## src/rtl/fp_align_add.sv

```systemverilog
// fp_align_add: two-stage align/add front end of the single-precision adder.
// Stage 1 classifies the operands, picks the larger magnitude and computes the
// exponent difference; stage 2 shifts the smaller mantissa with sticky
// collection, adds or subtracts, and holds the fields Normalize consumes.
module fp_align_add #(
  parameter int EXP_W   = 8,
  parameter int FRAC_W  = 23,
  parameter int GUARD_W = 8,
  localparam int OP_W   = 1 + EXP_W + FRAC_W,
  localparam int AL_W   = 1 + FRAC_W + GUARD_W
) (
  input  logic              clock,
  input  logic              reset,
  input  logic              in_valid,
  output logic              in_ready,
  input  logic [OP_W-1:0]   A,
  input  logic [OP_W-1:0]   B,
  output logic              out_valid,
  input  logic              out_ready,
  output logic [OP_W-1:0]   A_o,
  output logic [OP_W-1:0]   B_o,
  output logic              signA,
  output logic              signB,
  output logic              ANaN,
  output logic              BNaN,
  output logic              Ainf,
  output logic              Binf,
  output logic              Azero,
  output logic              Bzero,
  output logic              alignedSign,
  output logic [EXP_W-1:0]  exponentOut,
  output logic [AL_W-1:0]   alignedResult,
  output logic              carryOut
);

  // Pipeline occupancy as seen from the two stage valid bits.
  typedef enum logic [1:0] {
    EMPTY,
    HALF,
    FULL
  } occ_t;

  occ_t occ;

  // Stage control.
  logic s1_valid, s2_valid;
  logic s1_valid_next, s2_valid_next;
  logic s1_load, s2_load, s2_take;

  // Stage 1 registered fields.
  logic [OP_W-1:0]  s1_a, s1_b;
  logic             s1_a_nan, s1_b_nan, s1_a_inf, s1_b_inf, s1_a_zero, s1_b_zero;
  logic             s1_sign_l, s1_sign_s;
  logic [EXP_W-1:0] s1_exp_l, s1_shift;
  logic [AL_W-1:0]  s1_man_l, s1_man_s;

  // Stage 1 combinational classification and ordering.
  logic [EXP_W-1:0]  exp_a, exp_b, eff_a, eff_b;
  logic [FRAC_W-1:0] frac_a, frac_b;
  logic [AL_W-1:0]   man_a, man_b;
  logic              a_nan, b_nan, a_inf, b_inf, a_zero, b_zero;
  logic              swap;

  // Stage 2 combinational alignment and add.
  logic [31:0]     shift_amt;
  logic            lost;
  logic [AL_W-1:0] man_s_al;
  logic [AL_W:0]   sum;
  logic [AL_W-1:0] diff;
  logic            res_sign;
  logic [AL_W-1:0] res_man;
  logic            res_carry;

  assign out_valid = s2_valid;

  // Occupancy decode, handshake and next-state of the two stage valid bits.
  always_comb begin
    occ           = EMPTY;
    s2_load       = 1'b0;
    in_ready      = 1'b1;
    s1_load       = 1'b0;
    s2_take       = 1'b0;
    s1_valid_next = s1_valid;
    s2_valid_next = s2_valid;

    if (s1_valid && s2_valid) begin
      occ = FULL;
    end else if (s1_valid || s2_valid) begin
      occ = HALF;
    end

    // A stalled output only blocks new input once both stages hold data.
    s2_load  = !s2_valid || out_ready;
    in_ready = (occ == FULL) ? s2_load : (!s1_valid || s2_load);

    s1_load = in_valid && in_ready;
    s2_take = s2_load && s1_valid;

    if (in_ready) begin
      s1_valid_next = in_valid;
    end
    if (s2_load) begin
      s2_valid_next = s1_valid;
    end
  end

  // Stage valid bits; reset discards anything in flight.
  always_ff @(posedge clock) begin
    if (reset) begin
      s1_valid <= 1'b0;
      s2_valid <= 1'b0;
    end else begin
      s1_valid <= s1_valid_next;
      s2_valid <= s2_valid_next;
    end
  end

  // Classify both operands and order them by magnitude.
  always_comb begin
    exp_a  = A[OP_W-2 -: EXP_W];
    exp_b  = B[OP_W-2 -: EXP_W];
    frac_a = A[FRAC_W-1:0];
    frac_b = B[FRAC_W-1:0];

    a_nan  = (exp_a == '1) && (frac_a != '0);
    b_nan  = (exp_b == '1) && (frac_b != '0);
    a_inf  = (exp_a == '1) && (frac_a == '0);
    b_inf  = (exp_b == '1) && (frac_b == '0);
    a_zero = (exp_a == '0) && (frac_a == '0);
    b_zero = (exp_b == '0) && (frac_b == '0);

    // Subnormals share the exponent of the smallest normal but lack the hidden one.
    eff_a = (exp_a == '0) ? EXP_W'(1) : exp_a;
    eff_b = (exp_b == '0) ? EXP_W'(1) : exp_b;
    man_a = {(exp_a != '0), frac_a, {GUARD_W{1'b0}}};
    man_b = {(exp_b != '0), frac_b, {GUARD_W{1'b0}}};

    // Ties keep A on the large side so equal magnitudes take A's sign.
    swap = B[OP_W-2:0] > A[OP_W-2:0];
  end

  // Stage 1 register: capture operands, flags and the ordered mantissas.
  always_ff @(posedge clock) begin
    if (reset) begin
      s1_a      <= '0;
      s1_b      <= '0;
      s1_a_nan  <= 1'b0;
      s1_b_nan  <= 1'b0;
      s1_a_inf  <= 1'b0;
      s1_b_inf  <= 1'b0;
      s1_a_zero <= 1'b0;
      s1_b_zero <= 1'b0;
      s1_sign_l <= 1'b0;
      s1_sign_s <= 1'b0;
      s1_exp_l  <= '0;
      s1_shift  <= '0;
      s1_man_l  <= '0;
      s1_man_s  <= '0;
    end else if (s1_load) begin
      s1_a      <= A;
      s1_b      <= B;
      s1_a_nan  <= a_nan;
      s1_b_nan  <= b_nan;
      s1_a_inf  <= a_inf;
      s1_b_inf  <= b_inf;
      s1_a_zero <= a_zero;
      s1_b_zero <= b_zero;
      if (swap) begin
        s1_sign_l <= B[OP_W-1];
        s1_sign_s <= A[OP_W-1];
        s1_exp_l  <= eff_b;
        s1_shift  <= eff_b - eff_a;
        s1_man_l  <= man_b;
        s1_man_s  <= man_a;
      end else begin
        s1_sign_l <= A[OP_W-1];
        s1_sign_s <= B[OP_W-1];
        s1_exp_l  <= eff_a;
        s1_shift  <= eff_a - eff_b;
        s1_man_l  <= man_a;
        s1_man_s  <= man_b;
      end
    end
  end

  // Align the smaller mantissa with sticky collection, then add or subtract.
  always_comb begin
    shift_amt = 32'(s1_shift);
    lost      = 1'b0;
    man_s_al  = '0;

    if (shift_amt >= AL_W) begin
      man_s_al = {{(AL_W-1){1'b0}}, |s1_man_s};
    end else begin
      // Bits that fall off the bottom are exactly those left after shifting up
      // by the complementary amount; a zero shift leaves nothing behind.
      lost     = |(s1_man_s << (AL_W - shift_amt));
      man_s_al = (s1_man_s >> shift_amt) | {{(AL_W-1){1'b0}}, lost};
    end

    sum  = {1'b0, s1_man_l} + {1'b0, man_s_al};
    diff = s1_man_l - man_s_al;

    if (s1_sign_l == s1_sign_s) begin
      res_man   = sum[AL_W-1:0];
      res_carry = sum[AL_W];
      res_sign  = s1_sign_l;
    end else begin
      // The large side never underflows; an exact cancel is reported as +0.
      res_man   = diff;
      res_carry = 1'b0;
      res_sign  = (diff == '0) ? 1'b0 : s1_sign_l;
    end
  end

  // Stage 2 register: result fields, held while the consumer stalls.
  always_ff @(posedge clock) begin
    if (reset) begin
      A_o           <= '0;
      B_o           <= '0;
      signA         <= 1'b0;
      signB         <= 1'b0;
      ANaN          <= 1'b0;
      BNaN          <= 1'b0;
      Ainf          <= 1'b0;
      Binf          <= 1'b0;
      Azero         <= 1'b0;
      Bzero         <= 1'b0;
      alignedSign   <= 1'b0;
      exponentOut   <= '0;
      alignedResult <= '0;
      carryOut      <= 1'b0;
    end else if (s2_take) begin
      A_o           <= s1_a;
      B_o           <= s1_b;
      signA         <= s1_a[OP_W-1];
      signB         <= s1_b[OP_W-1];
      ANaN          <= s1_a_nan;
      BNaN          <= s1_b_nan;
      Ainf          <= s1_a_inf;
      Binf          <= s1_b_inf;
      Azero         <= s1_a_zero;
      Bzero         <= s1_b_zero;
      alignedSign   <= res_sign;
      exponentOut   <= s1_exp_l;
      alignedResult <= res_man;
      carryOut      <= res_carry;
    end
  end

endmodule

```

## config.mk

```make
export PLATFORM = sky130hd
export DESIGN_NAME = fp_align_add
export DESIGN_NICKNAME = d
export VERILOG_FILES = /design/src/rtl/fp_align_add.sv
export SDC_FILE = /design/constraint.sdc
export NUM_CORES = 1
export LEC_CHECK = 0
export ABC_CLOCK_PERIOD_IN_PS = 7400
export BUFFER_PORTS_ARGS = -buffer_cell sky130_fd_sc_hd__buf_2
export CAP_MARGIN = 30
export CORE_UTILIZATION = 30
export DETAILED_ROUTE_END_ITERATION = 8
export PLACE_DENSITY = 0.47
export SYNTH_ARGS = -nofsm -noshare
export SYNTH_HDL_FRONTEND = slang
export SYNTH_SLANG_ARGS = --single-unit
```

## constraint.sdc

```tcl
create_clock -name clock -period 7.4 [get_ports clock]
set_input_delay 2.22 -clock clock [delete_from_list [all_inputs] [get_ports clock]]
set_output_delay 2.22 -clock clock [all_outputs]
set_load 0.005 [all_outputs]
```

---- Word level (Yosys, flattened, before mapping) ----
Cells that the tools add are included.
word-level totals
  register bits after elaboration ......... 268
  input bits .............................. 68
  output and inout bits ................... 116
cells by class
  multiplexer cells ....................... 16
  equality and inequality tests ........... 4
  order comparisons ....................... 2
  $add $sub $neg .......................... 5
  reduce and logical (&&, ||, !) cells .... 25
  shift-type cells ........................ 2
  bitwise operators ....................... 1
operators by type and width
  operator                                                                             count
  32-bit 2-to-1 mux                                                                    4
  32-bit OR reduction                                                                  2
  23-bit logical NOT                                                                   2
  23-bit nonzero test                                                                  2
  32-bit by 32-bit adder with 33-bit output                                            1
  32-bit logical NOT                                                                   1
  8-bit 2-to-1 mux                                                                     4
  32-bit by 1-bit OR with 32-bit output                                                1
  32-bit by 32-bit << shifter with 32-bit output                                       1
  32-bit by 8-bit right shift with 32-bit output                                       1
  32-bit subtractor                                                                    1
  31-bit greater-than comparator                                                       1
  8-bit equality test, second input constant                                           2
  8-bit logical NOT                                                                    2
  8-bit nonzero test                                                                   2
  8-bit subtractor                                                                     2
  1-bit logical AND                                                                    9
  6-bit by 8-bit subtractor with 9-bit output, first input constant                    1
  8-bit by 6-bit greater-or-equal comparator with 1-bit output, second input constant  1
  1-bit 2-to-1 mux                                                                     7
  1-bit logical OR                                                                     3
  2-bit equality test, second input constant                                           1
  1-bit logical NOT                                                                    2
  2-bit 2-to-1 mux                                                                     1
  1-bit equality test                                                                  1

---- Logic depth before layout (Yosys ltp) ----
  depth after elaboration ................. 9
  gate-level depth with buffers ........... 30
  depth with buffers taken out ............ 26

---- Worst setup path before layout ----
Ideal clock, no wire load.
  path type ............................... register -> register
  start ................................... register s1_shift[0]
  end ..................................... register alignedSign
  slack ................................... 1936 ps
  path buffers ............................ 4
  stages on the path, launching flop included .. 24
  data arrival time ....................... 5345 ps
  data required time ...................... 7281 ps
  library setup time ...................... 119 ps
  path through ............................ dfxtp_1 > buf_6 > buf_6 > buf_6 > mux4_2 > a22o_1 > a211oi_2 > nand2b_1 > ha_1 > clkbuf_1 > a211oi_1 > o31ai_1 > a21oi_1 > nor2_1 > or2_1 > a2111oi_1 > mux2i_1 > or4_1 > a2111o_1 > nor4_1 > nand4_1 > or4b_1 > nor4b_2 > o21bai_1
between the ends
  longest elaborated chain between the ends .. 9
RTL lines
  element                                         RTL line  RTL
  from (decl)                                     54        logic [EXP_W-1:0] s1_exp_l, s1_shift;
  from (signal assigned)                          172       s1_shift <= eff_b - eff_a;
  from (signal assigned)                          179       s1_shift <= eff_a - eff_b;
  6-bit by 8-bit subtractor with 9-bit output     197       lost = |(s1_man_s << (AL_W - shift_amt));
  32-bit by 32-bit << shifter with 32-bit output  197
  32-bit OR reduction                             197
  32-bit by 1-bit OR with 32-bit output           198       man_s_al = (s1_man_s >> shift_amt) | {{(AL_W-1){1'b0}}, lost};
  32-bit 2-to-1 mux *                             192       if (shift_amt >= AL_W) begin
  32-bit subtractor *                             202       diff = s1_man_l - man_s_al;
  32-bit logical NOT *                            212       res_sign = (diff == '0) ? 1'b0 : s1_sign_l;
  1-bit 2-to-1 mux *                              212
  1-bit 2-to-1 mux *                              204       if (s1_sign_l == s1_sign_s) begin
  to (signal assigned)                            244       alignedSign <= res_sign;
  to (decl)                                       30        output logic alignedSign,
Every way passes the cells marked *; elsewhere a longest branch is shown, timed or not.
A chain may end at the register's enable or synchronous reset.

---- Worst setup path after layout ----
Ends and elaborated chain as after synthesis.

==> reports/qor.yml <==
synthesis:
  ys_warn_count: 0
  synth_edf_count: 0
  yosysSeqAreaShare_pct: 30.74
  synthAdderAreaFrac_pct: 7.747
  netlist_instances: 2191
  synth_area_per_cell_um2: 7.431
  yosys-top-cells-count: "404 x nand2_1, 273 x a21oi_1, 250 x dfxtp_1"
  yosysTopAreaCellShare_pct: 30.74
  muxShareOfSynthArea_pct: 6.340
  ys_types: 87
  synth_ff_type: "dfxtp_1"
  synth_nets: 2358
  ys_async_sr_fraction_pct: 0
  ys_ff_latch: 250
  yosys.area_share.xor_xnor_pct: 3.013
  yosys.area.top_type: "dfxtp_1"
  synth_area_leaders: "dfxtp_1 31%, nand2_1 9.3%, a21oi_1 8.4%"
  synth_top_family_by_area: "compound AO/OA/AOI/OAI gates"
  synth.most_common_cell: "nand2_1"
  synth_compound_area_share_pct: 23.49
  syn_area_um2: 16280
  synthSimpleGateAreaFrac_pct: 21.48
drt:
  initialDrtViolationCount: 1274
  first_pass_iters: 7
  routed_wl_mm: 60.65
  vias_per_cell: 5.386
  drc: 0
  post_drt_wl_per_cell_um: 20.44
  num_vias: 15980
  ant_nets: 0
grt:
  grt_overflow_total: 0
  gr-usage-all-layers_pct: 21.33
  grt_max_degree: 136
  antenna_found_initial: 4
  grt_pass1_vias: 15280
  grt_pass1_wl_mm: 93.34
sta:
  clock-skew-final_ns: 0.05361
  rsz0062_at_grt: "false"
  setup_tns_ns: 0
  fin_crit_sh_pct: 90.84
  max_slew_margin_pct: 40.27
  setup_violations: 0
  drv_slew: 0
  hold_viol: 0
  worst_slew_pin_slew_ns: 0.8948
  hold_ws_ns: 0.4483
  period_minus_slack_ns: 6.722
  fmax_mhz: 148.8
layout:
  fin_nets: 2415
  drive_above_1_share_pct: 13.52
  syn_to_final_growth_pct: 13.81
  fin_area_um2: 18530
  n_antenna_cell: 0
min_path:
  min_path_type: "flop to flop"
  holdPathEnd: "alignedResult[19]"
  hp-start: "alignedResult[19]"
  hold_depth: 2
worst_setup_path:
  r2r_start: "s1_shift[0]"
  critPathKind: "flop to flop"
  startpoint_type: "flop"
  r2r_end: "alignedSign"
  required_ns: 7.87
  cp.arrival_ns: 7.19
  ff2ff_setup_slack_ns: 0.68
  worst_r2r_path_depth: 20
  worst_setup_path_end_kind: "flop"
  critPathMaxFanout: 36
floorplan:
  ios: 184
  dieArea_um2: 55200
  rows: 85
  dieHeight_um: 235.0
  die_x_um: 235.0
  core_area_um2: 53710
  initial_core_util_pct: 30.31
job:
  drv_cap: 0
clocking:
  cts_resized: 0
  numCtsBuffers: 30
  root_buffer: "clkbuf_16"
  insertion_delay_ns: 0.61
  tritoncts: "yes"
  clk_pin_slew_worst_paths_ns: 0.07
  holdBufCountCts: 0
  htree_levels: 1
  clock_sinks: 250
  clk_path_buf_depth: 3
  cts_setup_buffers: 0
placement:
  gp_congestion: 0.9393
  io_buffers: 183
  placed_area_um2: 17540
  dp_hpwl_mm: 45.15
power:
  power_density_nw_per_um2: 240.1
  p_leak_nw: 7.801
  irDropWorstVdd_mv: 0.1783
outcome:
  status: "finished, final reports clean"
cell usage in the layout (no fill, tap or decap), types with 15 or more instances in the layout:
cell | synthesis | layout
a211oi_1 | 82 | 82
inv_1 | 102 | 102
clkbuf_16 | 0 | 30
ha_1 | 96 | 96
xor2_1 | 18 | 17
nor4_1 | 24 | 24
nand3_1 | 23 | 23
nor3_1 | 28 | 28
nor2b_1 | 19 | 18
a31oi_1 | 15 | 15
dfxtp_1 | 250 | 249
xnor2_1 | 38 | 37
a21oi_1 | 273 | 273
nand4_1 | 23 | 23
nand2_1 | 404 | 403
o21bai_1 | 17 | 17
nor2_1 | 206 | 206
mux2i_1 | 69 | 69
buf_4 | 8 | 23
o21ai_0 | 64 | 64
buf_2 | 9 | 182
a21o_1 | 23 | 23
o211ai_1 | 18 | 18
nand2b_1 | 20 | 19
o22ai_1 | 15 | 15
worst max-delay path by stage:
stage | end | depth (start not counted) | from | slack [ns]
final | alignedSign | 20 | s1_shift[0] | 0.68
after detailed placement | alignedSign | 20 | s1_shift[0] | 0.77
after floorplan | alignedSign | 23 | s1_shift[0] | 1.94
after global routing | alignedSign | 19 | s1_shift[1] | 0.20
after CTS | alignedSign | 20 | s1_shift[0] | 0.73
after global placement | alignedSign | 20 | s1_shift[0] | 0.77
critical path: stages (launching register included):
cell       delay, ns
dfxtp_2         0.89
mux2i_1         0.35
o22ai_1         0.17
a221oi_1        0.62
o21ai_0         0.15
nand2_1         0.12
ha_1            0.34
o21ai_0         0.27
o31ai_1         0.12
a21oi_1         0.16
nor2_1          0.06
or2_1           0.21
a2111oi_1       0.60
mux2i_1         0.26
or4_1           0.46
a2111o_1        0.40
nor4_1          0.38
nand4_1         0.14
or4b_1          0.54
nor4b_2         0.24
o21bai_1        0.08
sequential cells by signal (all words and copies together), names as in the netlist, 8 cells and up:
| signal | flops |
|---|---|
| s1_man_l | 24 |
| s1_b | 32 |
| s1_a | 32 |
| exponentOut | 8 |
| s1_shift | 8 |
| s1_exp_l | 8 |
| alignedResult | 32 |
| A_o | 32 |
| s1_man_s | 24 |
| B_o | 32 |
cells by family after synthesis:
group,Yosys count
xor gates and xnor gates,56
AOI/OAI and AO/OA,609
adders and majority gates,99
DFF,250
and+or+nand+nor,801
muxes,90
buffers and inverters,286
area by class of cell:
class | count | area (µm²)
clock buffer | 45 | 877.1
inverter | 104 | 390.4
multi-input combinational | 1655 | 10150
timing repair buffer | 207 | 1117
sequential | 250 | 5006
clock inverter | 10 | 115.1
fill | 5733 | 35180
tap | 696 | 870.8
where the power goes:
| group | leakage (nW) | internal [mW] | switching (mW) |
|---|---|---|---|
| Clock | 0.476 | 0.856 | 0.630 |
| Sequential | 2.05 | 1.43 | 0.108 |
| Combinational | 5.27 | 0.519 | 0.910 |
| Total | 7.80 | 2.80 | 1.65 |
metrics by stage:
stage | worst slack (ns) | total power [mW] | util, % | instances
after floorplan | 1.936 | 2.526 | - | 2191
after global placement | 0.7666 | 2.973 | 32.65 | 2912
after detailed placement | 0.7696 | 2.972 | 32.65 | 2912
after CTS | 0.7251 | 4.475 | 34.50 | 2967
after global routing | 0.2039 | 4.687 | 34.50 | 2967
final | 0.6779 | 4.449 | 34.50 | 2967
metal layers:
metal / global-route usage [%] / wire length, µm
met4: 4.685 / 1242
met5: 0 / 34
met1: 30.49 / 29080
met3: 3.066 / 3585
met2: 33.75 / 26710
(Power assumes the default switching activity.)
